**src/rtl/seq_bit_serializer.sv**
```systemverilog
// Parallel-to-serial stage feeding the 001001 detector: accepts a WIDTH-bit word
// over valid/ready and emits it one bit per cycle, MSB- or LSB-first, with no gap.
module seq_bit_serializer #(
    parameter int   WIDTH    = 8,
    parameter logic IDLE_BIT = 1'b0
) (
    input  logic             clk,
    input  logic             rst,
    input  logic [WIDTH-1:0] load_data,
    input  logic             load_valid,
    output logic             load_ready,
    input  logic             msb_first,
    output logic             dout,
    output logic             dout_valid,
    output logic             busy,
    output logic             word_done
);
    localparam int CW = $clog2(WIDTH);
    localparam logic [CW-1:0] LAST_CNT = CW'(WIDTH - 1);

    typedef enum logic {IDLE, SHIFT} state_t;

    // Captured word context: shift data, bit order, bits remaining after the current one.
    typedef struct packed {
        logic [WIDTH-1:0] sh;
        logic             msb;
        logic [CW-1:0]    cnt;
    } word_t;

    state_t           state, state_n;
    word_t            word, word_n;
    logic             dout_n, dv_n, busy_n, wd_n;
    logic             accept;
    logic [WIDTH-1:0] shifted;

    assign load_ready = (state == IDLE) || (state == SHIFT && word.cnt == '0);
    assign accept     = load_valid && load_ready;
    assign shifted    = word.msb ? (word.sh << 1) : (word.sh >> 1);

    always_ff @(posedge clk) begin
        if (rst) begin
            state      <= IDLE;
            word       <= '0;
            dout       <= IDLE_BIT;
            dout_valid <= 1'b0;
            busy       <= 1'b0;
            word_done  <= 1'b0;
        end else begin
            state      <= state_n;
            word       <= word_n;
            dout       <= dout_n;
            dout_valid <= dv_n;
            busy       <= busy_n;
            word_done  <= wd_n;
        end
    end

    always_comb begin
        state_n = state;
        word_n  = word;
        dout_n  = dout;
        dv_n    = dout_valid;
        busy_n  = busy;
        wd_n    = 1'b0;
        case (state)
            IDLE: begin
                dout_n = IDLE_BIT;
                dv_n   = 1'b0;
                busy_n = 1'b0;
                if (accept) begin
                    word_n  = '{sh: load_data, msb: msb_first, cnt: LAST_CNT};
                    dout_n  = msb_first ? load_data[WIDTH-1] : load_data[0];
                    dv_n    = 1'b1;
                    busy_n  = 1'b1;
                    state_n = SHIFT;
                end
            end
            SHIFT: begin
                if (word.cnt != '0) begin
                    word_n.sh  = shifted;
                    word_n.cnt = word.cnt - CW'(1);
                    dout_n     = word.msb ? shifted[WIDTH-1] : shifted[0];
                    wd_n       = (word.cnt == CW'(1));
                end else if (accept) begin
                    // Last bit on the line and a new word waiting: reload with no gap.
                    word_n = '{sh: load_data, msb: msb_first, cnt: LAST_CNT};
                    dout_n = msb_first ? load_data[WIDTH-1] : load_data[0];
                    dv_n   = 1'b1;
                    busy_n = 1'b1;
                end else begin
                    dout_n  = IDLE_BIT;
                    dv_n    = 1'b0;
                    busy_n  = 1'b0;
                    state_n = IDLE;
                end
            end
            default: state_n = IDLE;
        endcase
    end
endmodule

```
**config.mk**
```make
export PLATFORM = sky130hd
export DESIGN_NAME = seq_bit_serializer
export DESIGN_NICKNAME = d
export VERILOG_FILES = /design/src/rtl/seq_bit_serializer.sv
export SDC_FILE = /design/constraint.sdc
export NUM_CORES = 1
export LEC_CHECK = 0
export ABC_CLOCK_PERIOD_IN_PS = 1250
export CAP_MARGIN = 5
export CORE_AREA = 2 2 50 52
export CTS_BUF_LIST = sky130_fd_sc_hd__clkbuf_4
export CTS_CLUSTER_DIAMETER = 120
export DETAILED_ROUTE_END_ITERATION = 8
export DIE_AREA = 0 0 52 54
export GPL_ROUTABILITY_DRIVEN = 0
export PLACE_DENSITY = 0.63
export SYNTH_ARGS = -nofsm -noshare
export SYNTH_HDL_FRONTEND = slang
export SYNTH_SLANG_ARGS = --single-unit
export TNS_END_PERCENT = 50
```
**constraint.sdc**
```tcl
create_clock -name clk -period 1.25 [get_ports clk]
set_clock_uncertainty 0.1 [all_clocks]
set_input_delay 0.25 -clock clk [delete_from_list [all_inputs] [get_ports clk]]
set_output_delay 0.25 -clock clk [all_outputs]
set_load 0.05 [all_outputs]
```
# Yosys cells after proc, flatten, opt, wreduce, memory -nomap -nowiden
# Cells that the tools add are included.
# op_classes
n_addsub	1
n_mux	16
eq_ne	2
bitwise	2
n_reduce_logical	6
# ops
op	count
12-bit one-hot mux with 2 select lines	1
8-bit two-way mux	2
12-bit two-way mux	1
1-bit two-way mux	8
1-bit one-hot mux with 2 select lines	3
3-bit by 1-bit == test with 1-bit output (second input constant)	1
3-bit logical NOT	1
3-bit two-way mux	1
3-bit nonzero test	1
3-bit OR reduction	1
3-bit by 1-bit subtractor with 3-bit output (second input constant)	1
1-bit logical AND	2
2-bit != test (second input constant)	1
1-bit inverter	2
1-bit logical OR	1
# word_totals
output_inout_bits	5
wordCells	34
ff_bits	16

# Depth between registers and ports, before layout
# depth
depth_word	7
ltp_mapped	6
ltp_nobuf	5

# Worst setup path before layout
# No wires, ideal clock.
# synth_path
path_type	reg-to-reg
from	register word[0] (netlist bit)
to	register word_done
path_stages_with_launch	6
t_required_ps	1054
synth_period_minus_slack_ps	1372
arrival_ps	1176
path_buffers	0
path_slack_ps	-122
cell_sequence	dfxtp_1 inv_1 ha_1 a21oi_2 inv_2 nor4b_1
# synth_between
elab_chain_len	3
word_cells_on_any_way	4
# synth_rtl
item	line	rtl
start: declaration	31	word_t word, word_n;
start signal: assignment	50	word <= word_n;
3-bit nonzero test	79	if (word.cnt != '0) begin
1-bit inverter (no source line)	n/a	
3-bit OR reduction (no source line)	n/a	
end signal: assignment	54	word_done <= wd_n;
end: declaration	16	output logic word_done
# Several ways; a longest one is shown, not always the timed one.
# A chain may end at the register's enable or synchronous reset.

# Final worst setup path
# layout_path
from	register word[1] (netlist bit)
to	output load_ready
# layout_between
elab_chain_len	3
# layout_rtl
item	line	rtl
3-bit logical NOT	36	assign load_ready = (state == IDLE) || (state == SHIFT && word.cnt == '0);
1-bit logical AND	36	
1-bit logical OR	36	
end: declaration	11	output logic load_ready,
# No other way between the ends.

==> out/qor.txt <==
STA
----------------------------------------------------------------------------------
Final setup violation count                                                     17
Final count of hold timing violations                                            0
Fraction of the cycle the final worst path needs                            122.9%
Number of slew-limit violations in the final report                              0
RSZ-0062 raised after global routing                                          true
Upper clock frequency limit                                             0.6509 GHz
Fin crit period                                                           1.536 ns
Slew @ Worst Pin                                                         0.4304 ns
Hold_ws                                                                  0.3941 ns
Setup slack of the critical path after layout                           -0.2863 ns
Max_slew headroom                                                           71.21%
Setup_tns                                                                -1.742 ns

CLOCK TREE
----------------------------------------------------------------------------------
Inserted Clock Buffers                                                           3
# hold bufs at CTS                                                               0
Total number of clock tree sinks                                                16
Clock network latency to the later pin of the worst-skew pair              0.28 ns
TritonCTS clock tree                                                           yes
Maximum clock insertion buffer count                                             2
Clock slew at reported path FFs                                            0.09 ns
Number of levels the H-tree was split into                                       1
Clock root buffer                                                         clkbuf_4

LAYOUT
----------------------------------------------------------------------------------
Final antenna diode count                                                        0
Area growth, synth to finish                                                57.89%
Commonest non-fill, non-tap cells in the layout                       buf_4, dfxtp_1, clkdlybuf4s50_1, a211oi_1, nor2b_1
NumNets Final                                                                  133
Finished Cell Area                                                      1389 sq um
Final cell utilization of the core                                          59.87%
Most common cell after layout, fill and taps aside                           buf_4
Share of final-layout standard cells stronger than drive strength 1         48.72%
Non-filler cells, final                                                        147

SETUP PATH
----------------------------------------------------------------------------------
Maximum net fanout on the critical path                                          2
Launch instance of the worst register-to-register path                     word[1]
Crit path capture type                                                primary output
Data arrival, critical path                                                1.19 ns
Type of the setup path with the least slack                                reg2out
Required time of the worst setup path                                      0.90 ns
Depth of the most critical reg-to-reg path                                       6
Reg-to-reg setup timing slack                                             -0.14 ns
Crit Reg-Reg Endpoint                                                      word[3]
Kind of start point of the critical path                                  register

RUN STATUS
----------------------------------------------------------------------------------
Status                                                                finished with violations
Failing checks                                                        negative setup slack

SYNTH
----------------------------------------------------------------------------------
Post-Syn Nets                                                                  103
Cell Area, Synth                                                       879.6 sq um
Sequential fraction of the synthesis area                                   36.42%
Number of warnings issued by yosys                                               0
Gate Count Post-Synth                                                           88
Synth cell types                                                                29
EDFF count, synth                                                                0
Leading register cell type out of synthesis                                dfxtp_1
Syn_area_per_cell                                                      9.995 sq um
Async S/R FF share, synth                                                       0%
Flip-flop and latch count after synthesis                                       16

HOLD PATH
----------------------------------------------------------------------------------
Startpoint of the lowest-slack hold path                                   word[2]
Worst hold endpoint                                                      word_done
Worst hold path type                                                       reg2reg
Min-Delay Path Depth                                                             1

PLACE
----------------------------------------------------------------------------------
Pre-CTS setup slack                                                     -0.2708 ns
Number of cells in the design after placement                                  137
PortBufs                                                                        16
Standard cell area after detailed placement                             1197 sq um
Hpwl dp                                                               1326 microns

POWER AND IR DROP
----------------------------------------------------------------------------------
Power Total                                                               1.415 mW
P_leak                                                                   0.5022 nW
Worst vdd rail ir drop                                                 0.0005516 V
Power per cell area                                                   1019 nW/um^2

GLOBAL ROUTING
----------------------------------------------------------------------------------
Largest net degree at the start of global routing                               22
All-Layer GR Usage                                                          16.31%
GRT overflow                                                                     0
First-pass GRT wire length                                            3367 microns
Via count of the first global-routing pass                                     744
Antenna violations before repair                                                 0

FLOORPLAN
----------------------------------------------------------------------------------
Placeable core area                                                     2320 sq um
Overall die height                                                      54 microns
Die Outline Area                                                        2808 sq um
Count of boundary I/O pins                                                      17
Starting utilization of the core area                                       37.92%
Cell Rows                                                                       18
Die width                                                               52 microns

ROUTING
----------------------------------------------------------------------------------
Remaining design rule violation count                                            0
Via density                                                                  5.224
Initial DRC count                                                               12
First-pass iteration count of the detailed router                                4
Detailed Route WL                                                     2047 microns
Post-DR wirelength/cell                                               13.93 microns
Remaining number of nets flagged by the antenna check after routing              0
Total vias in the final route                                                  768

JOB
----------------------------------------------------------------------------------
Max cap viols                                                                    0

-- state kept, by name, summed over array words and instances (netlist names) --
signal,cells
word,12
state,1
busy,1
dout,1
word_done,1
-- cell type report --
class                   instances  area [sq um]
well taps                      30         37.54
repair buffers                 34         356.6
clock inverters                 1         3.754
multi-input cells              58         621.8
inverters                       5         21.27
clock buffers                   3         22.52
flip-flops and latches         16         325.3
fillers                       184         930.9
-- synthesized netlist by cell type, types with 2 or more instances --
master    count  area [sq um]
a221oi_1      8         70.07
inv_1         3         11.26
buf_4         3         22.52
dfxtp_1      16         320.3
buf_6         3         33.78
nor2b_1       8         50.05
a31oi_1       2         12.51
a21oi_1       2         10.01
nand2b_1      3         18.77
a211oi_1     10         75.07
mux2i_1       7         70.07
inv_2         2         7.510
ha_1          3         37.54
buf_2         3         15.01
-- worst max path at each step --
stage	startpoint	endpoint	slack, ns	cells past startpoint
floorplan	busy	dout_valid	-0.01	1
global placement	msb_first	dout	-0.25	4
detailed placement	load_valid	word[11]	-0.27	5
CTS	word[0]	load_ready	-0.31	5
global route	word[1]	load_ready	-0.32	5
finish	word[1]	load_ready	-0.29	5
-- worst max-delay path, cell delays in order (launching register included) --
cell and delay, ns:
dfxtp_2 0.34, inv_2 0.05, ha_4 0.16, a21oi_4 0.16, inv_4 0.05, buf_8 0.14
-- per-layer routing --
layer  up-vias  part of all wire (%)  GRT usage [%]
met5         -                     0              0
met4         0                  0.73          6.579
met3         2                   3.9          2.778
met2        13                    46          27.00
met1       363                    50          21.04
li1        390                     -              -
-- what timing repair did --
action | 4_1_cts | 5_1_grt
setup buffers | 3 | 2
pin swaps | 5 | 4
endpoints found under the setup margin | 17 | 17
gates resized for setup | 15 | 7
hold endpoints to repair | 0 | 0
gates cloned | 1 | 0
-- power breakdown --
group          leakage [nW]  switching [mW]  total, mW  internal (mW)
logic                 0.353           0.258      0.540          0.283
clock network        0.0154           0.158      0.274          0.116
registers             0.134          0.0399      0.601          0.561
-- logic make-up after synthesis --
kind of cell / Yosys count / share of synthesized area, %
DFF: 16 / 36.42
muxes: 8 / 9.246
and+or+nand+nor: 17 / 12.66
adders and majority gates: 3 / 4.268
AOI/OAI and AO/OA: 29 / 26.74
buffers and inverters: 15 / 10.67
(Power assumes the default switching activity.)
